### src/rtl/param_register_file.sv
// Multi-ported register file with write-to-read forwarding and a pending-write
// scoreboard that tracks registers whose producer has issued but not yet written.

module prf_rd_port #(
  parameter int DATA_W = 16,
  parameter int ADDR_W = 6,
  parameter int BYPASS = 1
) (
  input  logic [ADDR_W-1:0] addr_i,
  input  logic [DATA_W-1:0] stored_i,
  input  logic              pend_i,
  input  logic              wr1_en_i,
  input  logic [ADDR_W-1:0] wr1_addr_i,
  input  logic [DATA_W-1:0] wr1_data_i,
  input  logic              wr2_en_i,
  input  logic [ADDR_W-1:0] wr2_addr_i,
  input  logic [DATA_W-1:0] wr2_data_i,
  output logic [DATA_W-1:0] data_o,
  output logic              busy_o
);
  logic hit1, hit2;

  // Write enables arrive already masked for the zero register, so address 0
  // never forwards and never reports busy when that register is hardwired.
  assign hit1 = (BYPASS != 0) && wr1_en_i && (wr1_addr_i == addr_i);
  assign hit2 = (BYPASS != 0) && wr2_en_i && (wr2_addr_i == addr_i);

  always_comb begin
    data_o = stored_i;
    if (hit1)      data_o = wr1_data_i;
    else if (hit2) data_o = wr2_data_i;
  end

  assign busy_o = pend_i && !(hit1 || hit2);
endmodule

module param_register_file #(
  parameter int DATA_W   = 16,
  parameter int ADDR_W   = 6,
  parameter int RD_PORTS = 3,
  parameter int BYPASS   = 1,
  parameter int ZERO_REG = 0
) (
  input  logic                         clock_i,
  input  logic                         reset_ni,
  input  logic [RD_PORTS*ADDR_W-1:0]   rd_addr_i,
  output logic [RD_PORTS*DATA_W-1:0]   rd_data_o,
  output logic [RD_PORTS-1:0]          rd_busy_o,
  input  logic [ADDR_W-1:0]            wr1_addr_i,
  input  logic [DATA_W-1:0]            wr1_data_i,
  input  logic                         wr1_enable_i,
  input  logic [ADDR_W-1:0]            wr2_addr_i,
  input  logic [DATA_W-1:0]            wr2_data_i,
  input  logic                         wr2_enable_i,
  input  logic                         reserve_enable_i,
  input  logic [ADDR_W-1:0]            reserve_addr_i,
  output logic                         reserve_reject_o,
  output logic                         conflict_o,
  output logic [ADDR_W:0]              pending_count_o
);
  localparam int DEPTH = 2**ADDR_W;

  logic [DATA_W-1:0] mem_q [DEPTH];
  logic [DEPTH-1:0]  pend_q, pend_d;
  logic              conflict_q, conflict_d;
  logic [ADDR_W:0]   cnt_q, cnt_d;

  logic wr1_eff, wr2_eff, res_eff;
  logic wr1_z, wr2_z, res_z;

  assign wr1_z = (ZERO_REG != 0) && (wr1_addr_i == '0);
  assign wr2_z = (ZERO_REG != 0) && (wr2_addr_i == '0);
  assign res_z = (ZERO_REG != 0) && (reserve_addr_i == '0);

  assign wr1_eff = wr1_enable_i && !wr1_z;
  // wr2 loses to wr1 on an address collision
  assign wr2_eff = wr2_enable_i && !wr2_z && !(wr1_enable_i && (wr1_addr_i == wr2_addr_i));

  assign reserve_reject_o = reserve_enable_i && !res_z && pend_q[reserve_addr_i];
  assign res_eff          = reserve_enable_i && !res_z && !pend_q[reserve_addr_i];

  assign conflict_d = wr1_enable_i && wr2_enable_i && (wr1_addr_i == wr2_addr_i);

  // Clears first, then the set, so a same-cycle reservation outranks a write.
  always_comb begin
    pend_d = pend_q;
    if (wr1_eff) pend_d[wr1_addr_i] = 1'b0;
    if (wr2_eff) pend_d[wr2_addr_i] = 1'b0;
    if (res_eff) pend_d[reserve_addr_i] = 1'b1;
    cnt_d = '0;
    for (int i = 0; i < DEPTH; i++) cnt_d = cnt_d + (ADDR_W+1)'(pend_d[i]);
  end

  always_ff @(posedge clock_i) begin
    if (!reset_ni) begin
      for (int i = 0; i < DEPTH; i++) mem_q[i] <= '0;
      pend_q     <= '0;
      conflict_q <= 1'b0;
      cnt_q      <= '0;
    end else begin
      if (wr2_eff) mem_q[wr2_addr_i] <= wr2_data_i;
      if (wr1_eff) mem_q[wr1_addr_i] <= wr1_data_i;
      pend_q     <= pend_d;
      conflict_q <= conflict_d;
      cnt_q      <= cnt_d;
    end
  end

  assign conflict_o      = conflict_q;
  assign pending_count_o = cnt_q;

  for (genvar k = 0; k < RD_PORTS; k++) begin : g_rd
    logic [ADDR_W-1:0] addr;
    assign addr = rd_addr_i[k*ADDR_W +: ADDR_W];

    prf_rd_port #(.DATA_W(DATA_W), .ADDR_W(ADDR_W), .BYPASS(BYPASS)) u_port (
      .addr_i     (addr),
      .stored_i   (mem_q[addr]),
      .pend_i     (pend_q[addr]),
      .wr1_en_i   (wr1_eff),
      .wr1_addr_i (wr1_addr_i),
      .wr1_data_i (wr1_data_i),
      .wr2_en_i   (wr2_eff),
      .wr2_addr_i (wr2_addr_i),
      .wr2_data_i (wr2_data_i),
      .data_o     (rd_data_o[k*DATA_W +: DATA_W]),
      .busy_o     (rd_busy_o[k])
    );
  end
endmodule
### config.mk
export PLATFORM = sky130hd
export DESIGN_NAME = param_register_file
export DESIGN_NICKNAME = d
export VERILOG_FILES = /design/src/rtl/param_register_file.sv
export SDC_FILE = /design/constraint.sdc
export NUM_CORES = 2
export LEC_CHECK = 0
export CAP_MARGIN = 5
export CORE_UTILIZATION = 40
export DETAILED_ROUTE_END_ITERATION = 10
export DONT_BUFFER_PORTS = 1
export PLACE_DENSITY_LB_ADDON = 0.08
export SYNTH_ARGS = -nofsm -noshare
export SYNTH_HDL_FRONTEND = slang
export SYNTH_SLANG_ARGS = --single-unit
### constraint.sdc
create_clock -name clock_i -period 9.78 [get_ports clock_i]
set_clock_uncertainty 0.15 [all_clocks]
set_input_delay 1.467 -clock clock_i [delete_from_list [all_inputs] [get_ports clock_i]]
set_output_delay 1.467 -clock clock_i [all_outputs]
set_load 0.005 [all_outputs]
==> impl_metrics.json <==
{
  "pre_cts_ws_ps": 558,
  "violations": "slew limit",
  "hold_viol_final": 0,
  "routedWlPerCell_um": 49.1,
  "clk_pin_slew_ps": 60,
  "dp_hpwl_um": 255000,
  "end_kind": "register",
  "drc": 0,
  "num-fill-cells": 17500,
  "ys_seq_elements": 1096,
  "timing.final.ws_setup_ps": 1250,
  "final_util": 0.437,
  "area_delta_synth_final_pct": 8.22,
  "leakage_nw": 28.7,
  "drt_iter0_markers": 9637,
  "status": "complete, but fails checks",
  "relSlewSlack": -1.31,
  "grt_max_degree": 435,
  "rsz0062_at_grt": "false",
  "die_y_um": 441,
  "r2r_slack_ps": 1470,
  "cts_buffers": 139,
  "synth_area_per_cell_um2": 12.3,
  "antenna_found_initial": 27,
  "cts_hold_buf": 0,
  "worst_slew_pin_slew_ps": 3470,
  "syn_inst": 6260,
  "crit_type": "input port to register",
  "synth_top_area_cell": "edfxtp_1",
  "seq_area_frac_synth": 0.418,
  "r2r-end": "pending_count_o[4]",
  "min_to": "pend_q[4]",
  "seqCellArea_mm2": 0.0322,
  "synth.net_count": 6402,
  "synthArstFlopShare": 0,
  "drive_above_1_share": 0.190,
  "die_area_mm2": 0.194,
  "layout_min_cycle_time_ps": 8530,
  "crit_fanout": 27,
  "synth_edf_count": 1024,
  "hold-path-cell-count": 1,
  "cts.sink_count": 1096,
  "min-delay-start": "pend_q[4]",
  "core_area_mm2": 0.191,
  "yosys_warnings": 0,
  "ios": 133,
  "cts_max_level": 4,
  "wl_um": 415000,
  "synth_most_common_cell": "a22o_1",
  "grt_usage": 0.419,
  "multi_input_area_mm2": 0.0412,
  "clk_path_buf_depth": 3,
  "root_buffer": "clkbuf_16",
  "clock_latency_ps": 830,
  "ant_nets": 0,
  "power_mw": 12.8,
  "place_congestion": 1.04,
  "dr_total_vias": 64400,
  "max_clock_freq_mhz": 117,
  "tns_ps": 0,
  "critPathRequiredTime_ps": 10330,
  "drt_first_pass_iters": 6,
  "fin_crit_sh": 0.872,
  "drv_slew": 539,
  "grt_pass1_vias": 60900,
  "port-buffer-count": 0,
  "hold_slack_ps": 487,
  "synth_area_leaders": "edfxtp_1 (40%), mux4_2 (13%), a22o_1 (12%)",
  "postCtsSetupRepairBufs": 0,
  "ys.flop_type": "edfxtp_1",
  "nNetsFinal": 5971,
  "synth_top_area_frac": 0.400,
  "via_per_inst": 7.61,
  "synth_cell_type_count": 78,
  "ys_top_cells_by_count": "a22o_1 (1098), edfxtp_1 (1024), mux2i_1 (718), clkbuf_1 (529), a22oi_1 (518)",
  "die_w_um": 441,
  "initial_utilization": 0.404,
  "rr_worst_depth": 26,
  "setup_viol": 0,
  "peakVddDrop_mv": 0.130,
  "drv_cap": 0,
  "grt_pass1_wl_um": 553000,
  "cts_tree": "done",
  "arrival_ps": 9080,
  "powerDensity_mw_per_mm2": 153,
  "start_kind": "input port",
  "timing.rr.start": "pend_q[57]",
  "hp-class": "register to register",
  "cts_resized": 0,
  "synth_area_mm2": 0.0770,
  "rows": 160,
  "grt_overflow": 0
}
power breakdown:
group / total (mW) / internal [mW] / switching, mW
registers: 5.58 / 5.39 / 0.188
logic: 1.91 / 0.757 / 1.15
clock network: 5.28 / 3.01 / 2.27
total: 12.8 / 9.15 / 3.61
routing by layer:
| metal | GRT usage | up-vias | wire, um |
|---|---|---|---|
| li1 | - | 25000 | - |
| met1 | 0.526 | 33400 | 152000 |
| met2 | 0.632 | 4845 | 183000 |
| met3 | 0.110 | 1164 | 45400 |
| met4 | 0.287 | 26 | 34200 |
| met5 | 0 | - | 161 |
final cells by class:
class	instances	area share
diodes	10	0.000300
well taps	2511	0.0377
repair buffers	264	0.0238
flip-flops and latches	1096	0.386
multi-input cells	4243	0.494
clock buffers	173	0.0439
clock inverters	76	0.00958
inverters	85	0.00383
worst max-delay path by stage:
stage	start	end	slack [ps]
finish	reserve_addr_i[1]	pending_count_o[4]	1250
global route	reserve_addr_i[1]	pending_count_o[6]	960
CTS	reserve_addr_i[1]	pending_count_o[6]	1370
detailed placement	reserve_addr_i[1]	pending_count_o[4]	560
global placement	reserve_addr_i[1]	pending_count_o[6]	480
floorplan	reserve_addr_i[2]	pending_count_o[6]	1020
flip-flops by register name, indices dropped and copies added, names as in the netlist:
signal and count:
conflict_o 1, mem_q 1024, pend_q 64, pending_count_o 7
through the flow:
stage / cell area, um2 / std cells
2_1_floorplan: 77000 / 6260
3_3_place_gp: 78800 / 8198
3_5_place_dp: 78800 / 8198
4_1_cts: 83300 / 8447
5_1_grt: 83300 / 8451
6_report: 83300 / 8458
layout by cell type, fill, tap and decap left out, drive strengths merged, types with 33 or more instances in the layout:
cell / instances
clkbuf: 173
fa: 54
dfxtp: 72
nor3: 88
nand2: 102
xnor2: 36
a21oi: 138
o22ai: 79
nand3: 183
edfxtp: 1024
a211oi: 39
clkinv: 53
mux4: 435
a22o: 1098
inv: 92
a221oi: 33
nor2b: 61
o221ai: 38
mux2i: 718
o21ai: 41
buf: 264
a22oi: 518
nor2: 239
worst max-delay path: stages:
cell and delay [ps]:
mux4_2 480, nor2b_1 130, or4_1 230, nor2b_1 700, a22oi_1 270, fa_1 560
fa_1 560, inv_1 100, fa_1 500, inv_1 70, fa_1 560, inv_1 80
fa_1 490, inv_1 60, fa_1 550, inv_1 60, fa_1 460, fa_1 530
ha_1 190, inv_1 70, fa_1 420, nor2b_1 150, o21ai_0 90, nand2b_1 120
xnor2_1 130, nor2_1 60
logic make-up after synthesis:
group | after synthesis | share of synthesized area
AOI/OAI and AO/OA | 2133 | 0.221
xor gates and xnor gates | 45 | 0.00512
adders and majority gates | 69 | 0.0165
buffers and inverters | 921 | 0.0523
DFF | 1096 | 0.418
muxes | 1185 | 0.225
and+or+nand+nor | 811 | 0.0611
No activity file was read; power rests on OpenSTA's default activity.
